===== config.mk =====
export PLATFORM = sky130hd
export DESIGN_NAME = s_mem_readback
export DESIGN_NICKNAME = d
export VERILOG_FILES = /design/src/rtl/s_mem_readback.sv
export SDC_FILE = /design/constraint.sdc
export NUM_CORES = 1
export LEC_CHECK = 0
export ABC_AREA = 1
export CORE_MARGIN = 2
export CORE_UTILIZATION = 36
export CTS_BUF_LIST = sky130_fd_sc_hd__clkbuf_16
export CTS_CLUSTER_SIZE = 24
export DETAILED_ROUTE_END_ITERATION = 8
export MAX_ROUTING_LAYER = met4
export REMOVE_ABC_BUFFERS = 1
export SYNTH_ARGS = -nofsm -noshare
export SYNTH_HDL_FRONTEND = slang
export SYNTH_SLANG_ARGS = --single-unit
export TNS_END_PERCENT = 100

===== constraint.sdc =====
create_clock -name clk -period 7.5 [get_ports clk]
set_input_delay 1.125 -clock clk [delete_from_list [all_inputs] [get_ports clk]]
set_output_delay 1.125 -clock clk [all_outputs]
set_load 0.03 [all_outputs]

===== src/rtl/s_mem_readback.sv =====
// s_mem_readback: scans the S-array RAM, checking identity (mode 0) or permutation (mode 1).
// Latency LEN+1 edges from accepted en to valid; en is ignored while rdy=0, no queuing.
module s_mem_readback #(
  parameter int LEN = 256
) (
  input  logic       clk,
  input  logic       rst_n,
  input  logic       en,
  input  logic       mode,
  output logic       rdy,
  output logic [7:0] addr,
  input  logic [7:0] rddata,
  output logic       wren,
  output logic       valid,
  output logic       pass,
  output logic [8:0] err_count,
  output logic [7:0] fail_addr,
  output logic [7:0] fail_data
);

  typedef enum logic [1:0] {S_IDLE, S_READ, S_DONE} state_t;

  localparam logic [8:0] LEN_CNT   = 9'(LEN);
  localparam logic [7:0] LAST_ADDR = 8'(LEN - 1);

  state_t       r_state;
  state_t       w_state_nxt;
  logic         w_start;
  logic         w_cmp;
  logic         w_last;

  logic         r_mode;
  logic [8:0]   r_cnt;
  logic [7:0]   r_addr;
  logic [255:0] r_seen;
  logic [8:0]   r_acc_cnt;
  logic         r_acc_hit;
  logic [7:0]   r_acc_fa;
  logic [7:0]   r_acc_fd;
  logic         r_pass;
  logic [8:0]   r_err_count;
  logic [7:0]   r_fail_addr;
  logic [7:0]   r_fail_data;

  logic [7:0]   w_cmp_addr;
  logic         w_err;
  logic         w_new_first;
  logic [8:0]   w_acc_cnt_nxt;
  logic [7:0]   w_fa_nxt;
  logic [7:0]   w_fd_nxt;

  always_ff @(posedge clk or negedge rst_n) begin
    if (!rst_n) r_state <= S_IDLE;
    else        r_state <= w_state_nxt;
  end

  // DONE also accepts en so a held request runs scans back to back.
  always_comb begin
    w_state_nxt = r_state;
    w_start     = 1'b0;
    w_cmp       = 1'b0;
    w_last      = 1'b0;
    case (r_state)
      S_IDLE: begin
        if (en) begin
          w_start     = 1'b1;
          w_state_nxt = S_READ;
        end
      end
      S_READ: begin
        w_cmp = (r_cnt != 9'd0);
        if (r_cnt == LEN_CNT) begin
          w_last      = 1'b1;
          w_state_nxt = S_DONE;
        end
      end
      S_DONE: begin
        if (en) begin
          w_start     = 1'b1;
          w_state_nxt = S_READ;
        end else begin
          w_state_nxt = S_IDLE;
        end
      end
      default: w_state_nxt = S_IDLE;
    endcase
  end

  // Data compared this edge belongs to the address issued two edges earlier.
  assign w_cmp_addr    = r_cnt[7:0] - 8'd1;
  assign w_err         = w_cmp && (r_mode ? r_seen[rddata] : (rddata != w_cmp_addr));
  assign w_new_first   = w_err && !r_acc_hit;
  assign w_acc_cnt_nxt = r_acc_cnt + {8'd0, w_err};
  assign w_fa_nxt      = w_new_first ? w_cmp_addr : r_acc_fa;
  assign w_fd_nxt      = w_new_first ? rddata     : r_acc_fd;

  always_ff @(posedge clk or negedge rst_n) begin
    if (!rst_n) begin
      r_mode      <= 1'b0;
      r_cnt       <= 9'd0;
      r_addr      <= 8'd0;
      r_seen      <= '0;
      r_acc_cnt   <= 9'd0;
      r_acc_hit   <= 1'b0;
      r_acc_fa    <= 8'd0;
      r_acc_fd    <= 8'd0;
      r_pass      <= 1'b0;
      r_err_count <= 9'd0;
      r_fail_addr <= 8'd0;
      r_fail_data <= 8'd0;
    end else if (w_start) begin
      r_mode    <= mode;
      r_cnt     <= 9'd0;
      r_addr    <= 8'd0;
      r_seen    <= '0;
      r_acc_cnt <= 9'd0;
      r_acc_hit <= 1'b0;
      r_acc_fa  <= 8'd0;
      r_acc_fd  <= 8'd0;
    end else if (r_state == S_READ) begin
      r_cnt <= r_cnt + 9'd1;
      if (r_addr != LAST_ADDR) r_addr <= r_addr + 8'd1;
      if (w_cmp) begin
        r_acc_cnt <= w_acc_cnt_nxt;
        r_acc_hit <= r_acc_hit | w_err;
        r_acc_fa  <= w_fa_nxt;
        r_acc_fd  <= w_fd_nxt;
        if (r_mode) r_seen[rddata] <= 1'b1;
      end
      if (w_last) begin
        r_pass      <= (w_acc_cnt_nxt == 9'd0);
        r_err_count <= w_acc_cnt_nxt;
        r_fail_addr <= w_fa_nxt;
        r_fail_data <= w_fd_nxt;
      end
    end
  end

  assign rdy       = (r_state != S_READ);
  assign valid     = (r_state == S_DONE);
  assign addr      = r_addr;
  assign wren      = 1'b0;
  assign pass      = r_pass;
  assign err_count = r_err_count;
  assign fail_addr = r_fail_addr;
  assign fail_data = r_fail_data;

endmodule


# Word level (Yosys, flattened, before mapping)
# Index checks and enable logic that the tools add are counted.
dict set report classes {
  n_addsub 4
  n_lt_le_gt_ge 2
  n_eq_ne 8
  muxes 37
  bitwise_logic 3
  reduce_logical 17
}
# operator count
set ops {}
lappend ops {{$mux W256} 4}
lappend ops {{$or A256 B256 Y256} 1}
lappend ops {{$mux W8} 11}
lappend ops {{$mux W9} 5}
lappend ops {{$mux W1} 12}
lappend ops {{$add A9 B1 Y9} 1}
lappend ops {{$add A9 B1 Y9 const B} 1}
lappend ops {{$eq A9 B9 Y1 const B} 1}
lappend ops {{$logic_not A9 Y1} 1}
lappend ops {{$lt A8 B9 Y1 const B} 1}
lappend ops {{$reduce_bool A9 Y1} 1}
lappend ops {{$add A8 B1 Y8 const B} 1}
lappend ops {{$bmux W1 S8} 1}
lappend ops {{$demux W1 S8} 1}
lappend ops {{$ge A8 B1 Y1 const B} 1}
lappend ops {{$ne A8 B8 Y1} 1}
lappend ops {{$ne A8 B8 Y1 const B} 1}
lappend ops {{$reduce_bool A2 Y1} 4}
lappend ops {{$sub A8 B1 Y8 const B} 1}
lappend ops {{$pmux W2 S3} 1}
lappend ops {{$reduce_and A2 Y1} 3}
lappend ops {{$reduce_and A3 Y1} 2}
lappend ops {{$mux W2} 2}
lappend ops {{$ne A2 B2 Y1 const B} 2}
lappend ops {{other kinds (9)} 11}
dict set report totals {
  regBits 328
  inputBits 12
  output_inout_bits 37
  word_cells 84
}

# Logic depth before layout (Yosys ltp)
dict set report depth {
  word_depth 9
  ltp_mapped 28
  depth_no_buf 24
}

# Worst setup path before layout
# OpenSTA, ideal clock, no wires.
dict set report synth_timing {
  path_kind {input to register}
  start {input rddata[0]}
  end {register r_pass, in the netlist pass}
  setup_ps 83
  arrival_time_ps 4064
  path_slack_ps 3354
  path_stages 27
  n_path_buf 4
  path_cell_list {buf_4 -> buf_6 -> buf_2 -> nand2_1 -> o21ai_0 -> nand2_1 -> nand2_1 -> nand2_1 -> nand2_1 -> nor2_1 -> nor2_1 -> nor2_1 -> nand2_1 -> nand2_1 -> nand2_1 -> o21ai_4 -> buf_2 -> nand2_1 -> inv_1 -> ha_1 -> ha_1 -> nand3_1 -> nor3_1 -> xor2_1 -> nor4_1 -> nand3_1 -> o21ai_0}
}
dict set report synth_via {
  elab_chain_len 6
  word_cells_on_any_way 7
  classes_between {add/sub (1); eq/ne (1); mux (3); reduce/logical (2)}
}
# element line_no
set synth_lines {}
lappend synth_lines {{start, declared} 12} ;# input logic [7:0] rddata,
lappend synth_lines {{$bmux W1 S8} 91} ;# assign w_err = w_cmp && (r_mode ? r_seen[rddata] : (rddata != w_cmp_addr));
lappend synth_lines {{$mux W1 (implied by the code)} 91}
lappend synth_lines {{$mux W1 (*)} 91}
lappend synth_lines {{$logic_and A1 B1 Y1 (*)} 91}
lappend synth_lines {{$add A9 B1 Y9 (*)} 93} ;# assign w_acc_cnt_nxt = r_acc_cnt + {8'd0, w_err};
lappend synth_lines {{$logic_not A9 Y1 (*)} 131} ;# r_pass <= (w_acc_cnt_nxt == 9'd0);
lappend synth_lines {{end signal, assigned} 131}
lappend synth_lines {{end, declared} 40} ;# logic r_pass;
# Mark *: on every way between the ends. The rest lies on a longest branch, timed or not. The select of a mux whose other input is x is not followed.
# A chain may end at the register's enable or synchronous reset.

# Worst setup path after layout
# Ends and elaborated chain as after synthesis.

==> impl_metrics.csv <==
group,metric,value,unit
layout,layout-drive-gt1-share,4.72,%
synthesis,synth_compound_area_share,11.9,%
floorplan,rows,78,
synthesis,synth_edf_count,0,
synthesis,synth_top_family_by_area,"simple AND/OR/NAND/NOR gates",
synthesis,synth_cells,2267,
synthesis,synth_common_cells,"nand2_1, dfrtp_1, inv_1",
synthesis,ys.flop_type,"dfrtp_1",
global_routing,overflow,0,
timing,fin_crit,4.98,ns
global_routing,antenna_found_initial,0,
placement,place_hpwl,26.9,mm
synthesis,syn_avg_cell_area,7.22,sq um
pwr,powerDensity,207,nW/um^2
clock_tree,tritoncts,"built",
worst_setup_path,worstPathArrival,5.46,ns
worst_setup_path,worst_setup_path_end_kind,"flip-flop",
synthesis,synth-simple-area-share,25.7,%
clock_tree,cts_num_sinks,328,
routing,wl_per_cell,15.6,um
timing,finalCritPeriodShare,66.5,%
worst_setup_path,slowest_stage,"buf_4",
layout,area_growth,13.8,%
timing,rsz0062_at_grt,"false",
routing,remaining_drc_errors,0,
synthesis,muxShareOfSynthArea,0,%
synthesis,yosysUniqueCellTypes,34,
timing,fmax,201,MHz
timing,drv_slew,0,
worst_setup_path,max_stage_delay,0.72,ns
routing,viasPerCell,4.86,
worst_setup_path,criticalPathCategory,"in2reg",
clock_tree,post_cts_resized,0,
synthesis,synth.most_common_cell,"nand2_1",
synthesis,synth-xor-area-share,0.856,%
global_routing,grt_pass1_vias,13486,
clock_tree,clockBufferDepth,3,
clock_tree,cts-hold-fix-buffers,0,
floorplan,die_h,217,um
worst_setup_path,cp_top_family,"simple AND/OR/NAND/NOR gates",
placement,placed_cell_area,17400,sq um
routing,wl,45.2,mm
clock_tree,clkTransAtPathRegs,0.06,ns
synthesis,synthTopCellsByArea,"dfrtp_1, nand2_1, a21oi_1, inv_1, nor2_1",
global_routing,grt_max_degree,145,
global_routing,grt_pass1_wl,74.3,mm
synthesis,yosysTopAreaCell,"dfrtp_1",
worst_setup_path,cp.depth,24,
routing,vias,14053,
worst_setup_path,crit-reg2reg-launch,"r_state[0]",
placement,dpl_worst_slack,1.97,ns
timing,timing.final.ws_setup,2.52,ns
min_path,hold_depth,2,
timing,max_slew.worst_pin.slew,1.38,ns
timing,setup-violations-final,0,
min_path,hold_class,"reg2reg",
worst_setup_path,path_cells,"buf_4 > buf_4 > o21ai_0 > nand2_1 > nand2_1 > nand2_1 > nand2_1 > nor2_1 > nor2_1 > nor2_1 > nand2_1 > nand2_1 > nand2_1 > o21ai_4 > nand2_1 > inv_1 > ha_1 > ha_1 > nand3_1 > nor3_1 > xor2_1 > nor4_1 > nand3_1 > o21ai_0",
floorplan,dieWidth,217,um
layout,n_antenna_cell,0,
synthesis,yosysTopAreaCellShare,50.1,%
worst_setup_path,crit_fanout,84,
pwr,power.total,3.85,mW
layout,design_area,18600,sq um
clock_tree,cts_made_buffers,39,
synthesis,synthAdderAreaFrac,0.458,%
worst_setup_path,crit_path_start,"rddata[0]",
clock_tree,insertion_delay,0.57,ns
pwr,power_leakage,9.45,nW
worst_setup_path,crit_top_cell,"nand2_1",
worst_setup_path,path_buf_inv,3,
placement,gp_congestion,0.853,
job,max_cap_viol_count,0,
timing,fin_skew,0.0287,ns
clock_tree,post_cts_buffers,0,
synthesis,async_reset_ff_share,100,%
global_routing,track_usage,20.3,%
routing,dr.pass1.iters,5,
placement,port_buffers,47,
synthesis,yosysSeqAreaShare,50.1,%
floorplan,coreArea,45200,sq um
synthesis,syn_area,16400,sq um
synthesis,yosysWarnings,0,
status,status,"finished, final reports clean",
floorplan,die-area,47200,sq um
clock_tree,htree_levels,2,
worst_setup_path,ff2ff_path_depth,16,
layout,layout.nets,2281,
worst_setup_path,required,7.98,ns
floorplan,io_pins,49,
routing,dr.first_iter.drc_count,1197,
pwr,ir_drop,172,uV
timing,slew_headroom,7.62,%
clock_tree,cts-root-buf,"clkbuf_16",
min_path,worstHoldStart,"err_count[2]",
floorplan,start_util,36.2,%
worst_setup_path,startpoint_type,"input port",
timing,hold_viol,0,
routing,antenna_left,0,
synthesis,ys_seq_elements,328,
-- worst register-to-register path: cells and delay by family (launching register included) --
kind	cells	cell delay [ns]
flip-flops	1	0.35
adder cells (fa/ha/maj)	2	0.34
AO/OA/AOI/OAI	2	0.70
buffers and inverters	4	0.68
XOR/XNOR	1	0.15
AND/OR/NAND/NOR	7	1.61
-- worst paths after layout --
path                                 to  slack, ns
max                                pass       2.52
min                        err_count[2]       0.47
max reg2reg                        pass       3.58
min reg2reg                err_count[2]       0.47
max in group asynchronous   r_seen[165]       5.35
min in group asynchronous  err_count[7]       0.62
-- metal layers --
metal	track usage (%)	share of wire, %
met1	28.4	47
met2	30.5	45
met3	3.06	6.1
met4	6.14	2.3
met5	-	0
-- registers in the layout (all words and copies together), names as in the netlist, 2 cells and up --
name,count
addr,8
err_count,9
fail_addr,8
fail_data,8
r_acc_cnt,9
r_acc_fa,8
r_acc_fd,8
r_cnt,9
r_seen,256
r_state,2
-- area by class of cell --
cell class                      instances  area [sq um]
Fill cell                            4631         26500
Timing Repair Buffer                   77           706
Clock inverter                         28           213
Tap cell                              600           751
Sequential cell                       328          8210
Inverter                              331          1250
Multi-Input combinational cell       1486          6510
Clock buffer                           40          1000
-- cell usage in the layout (no fill, tap or decap), types with 2 or more instances in the layout --
cell	instances
nand3_1	31
clkbuf_16	40
xor2_1	16
nor3_2	10
buf_4	30
clkinv_2	3
clkinv_1	11
bufinv_16	3
nor3_4	6
clkdlybuf4s50_1	44
nand4_1	20
o21ai_0	90
nor2_1	124
dfrtp_1	328
a211oi_1	2
nor3_1	11
inv_1	335
ha_1	6
nor4_1	3
inv_8	2
o22ai_1	3
nand2_1	870
a21oi_1	280
inv_2	3
-- cells by family (layout without fill, tap and decap cells) --
group	count (synthesis)	in the layout
XOR/XNOR	16	16
flip-flops	328	328
other	1	1
AO/OA/AOI/OAI	383	383
buffers and inverters	453	476
adder cells (fa/ha/maj)	6	6
AND/OR/NAND/NOR	1080	1080
-- through the flow --
stage          cells  util (%)  setup TNS [ns]  hold WS [ns]
2_1_floorplan   2145         -         -162.38         0.475
3_3_place_gp    2822      38.6               0         0.455
3_5_place_dp    2822      38.6               0         0.460
4_1_cts         2890      41.3               0         0.475
5_1_grt         2890      41.3               0         0.494
6_report        2890      41.3               0         0.469
-- power breakdown --
part	switching (mW)	internal [mW]	total [mW]
combinational	0.171	0.0488	0.220
sequential	0.0151	1.79	1.81
clock	0.757	1.07	1.82
total	0.944	2.91	3.85
No activity file was read; power rests on OpenSTA's default activity.
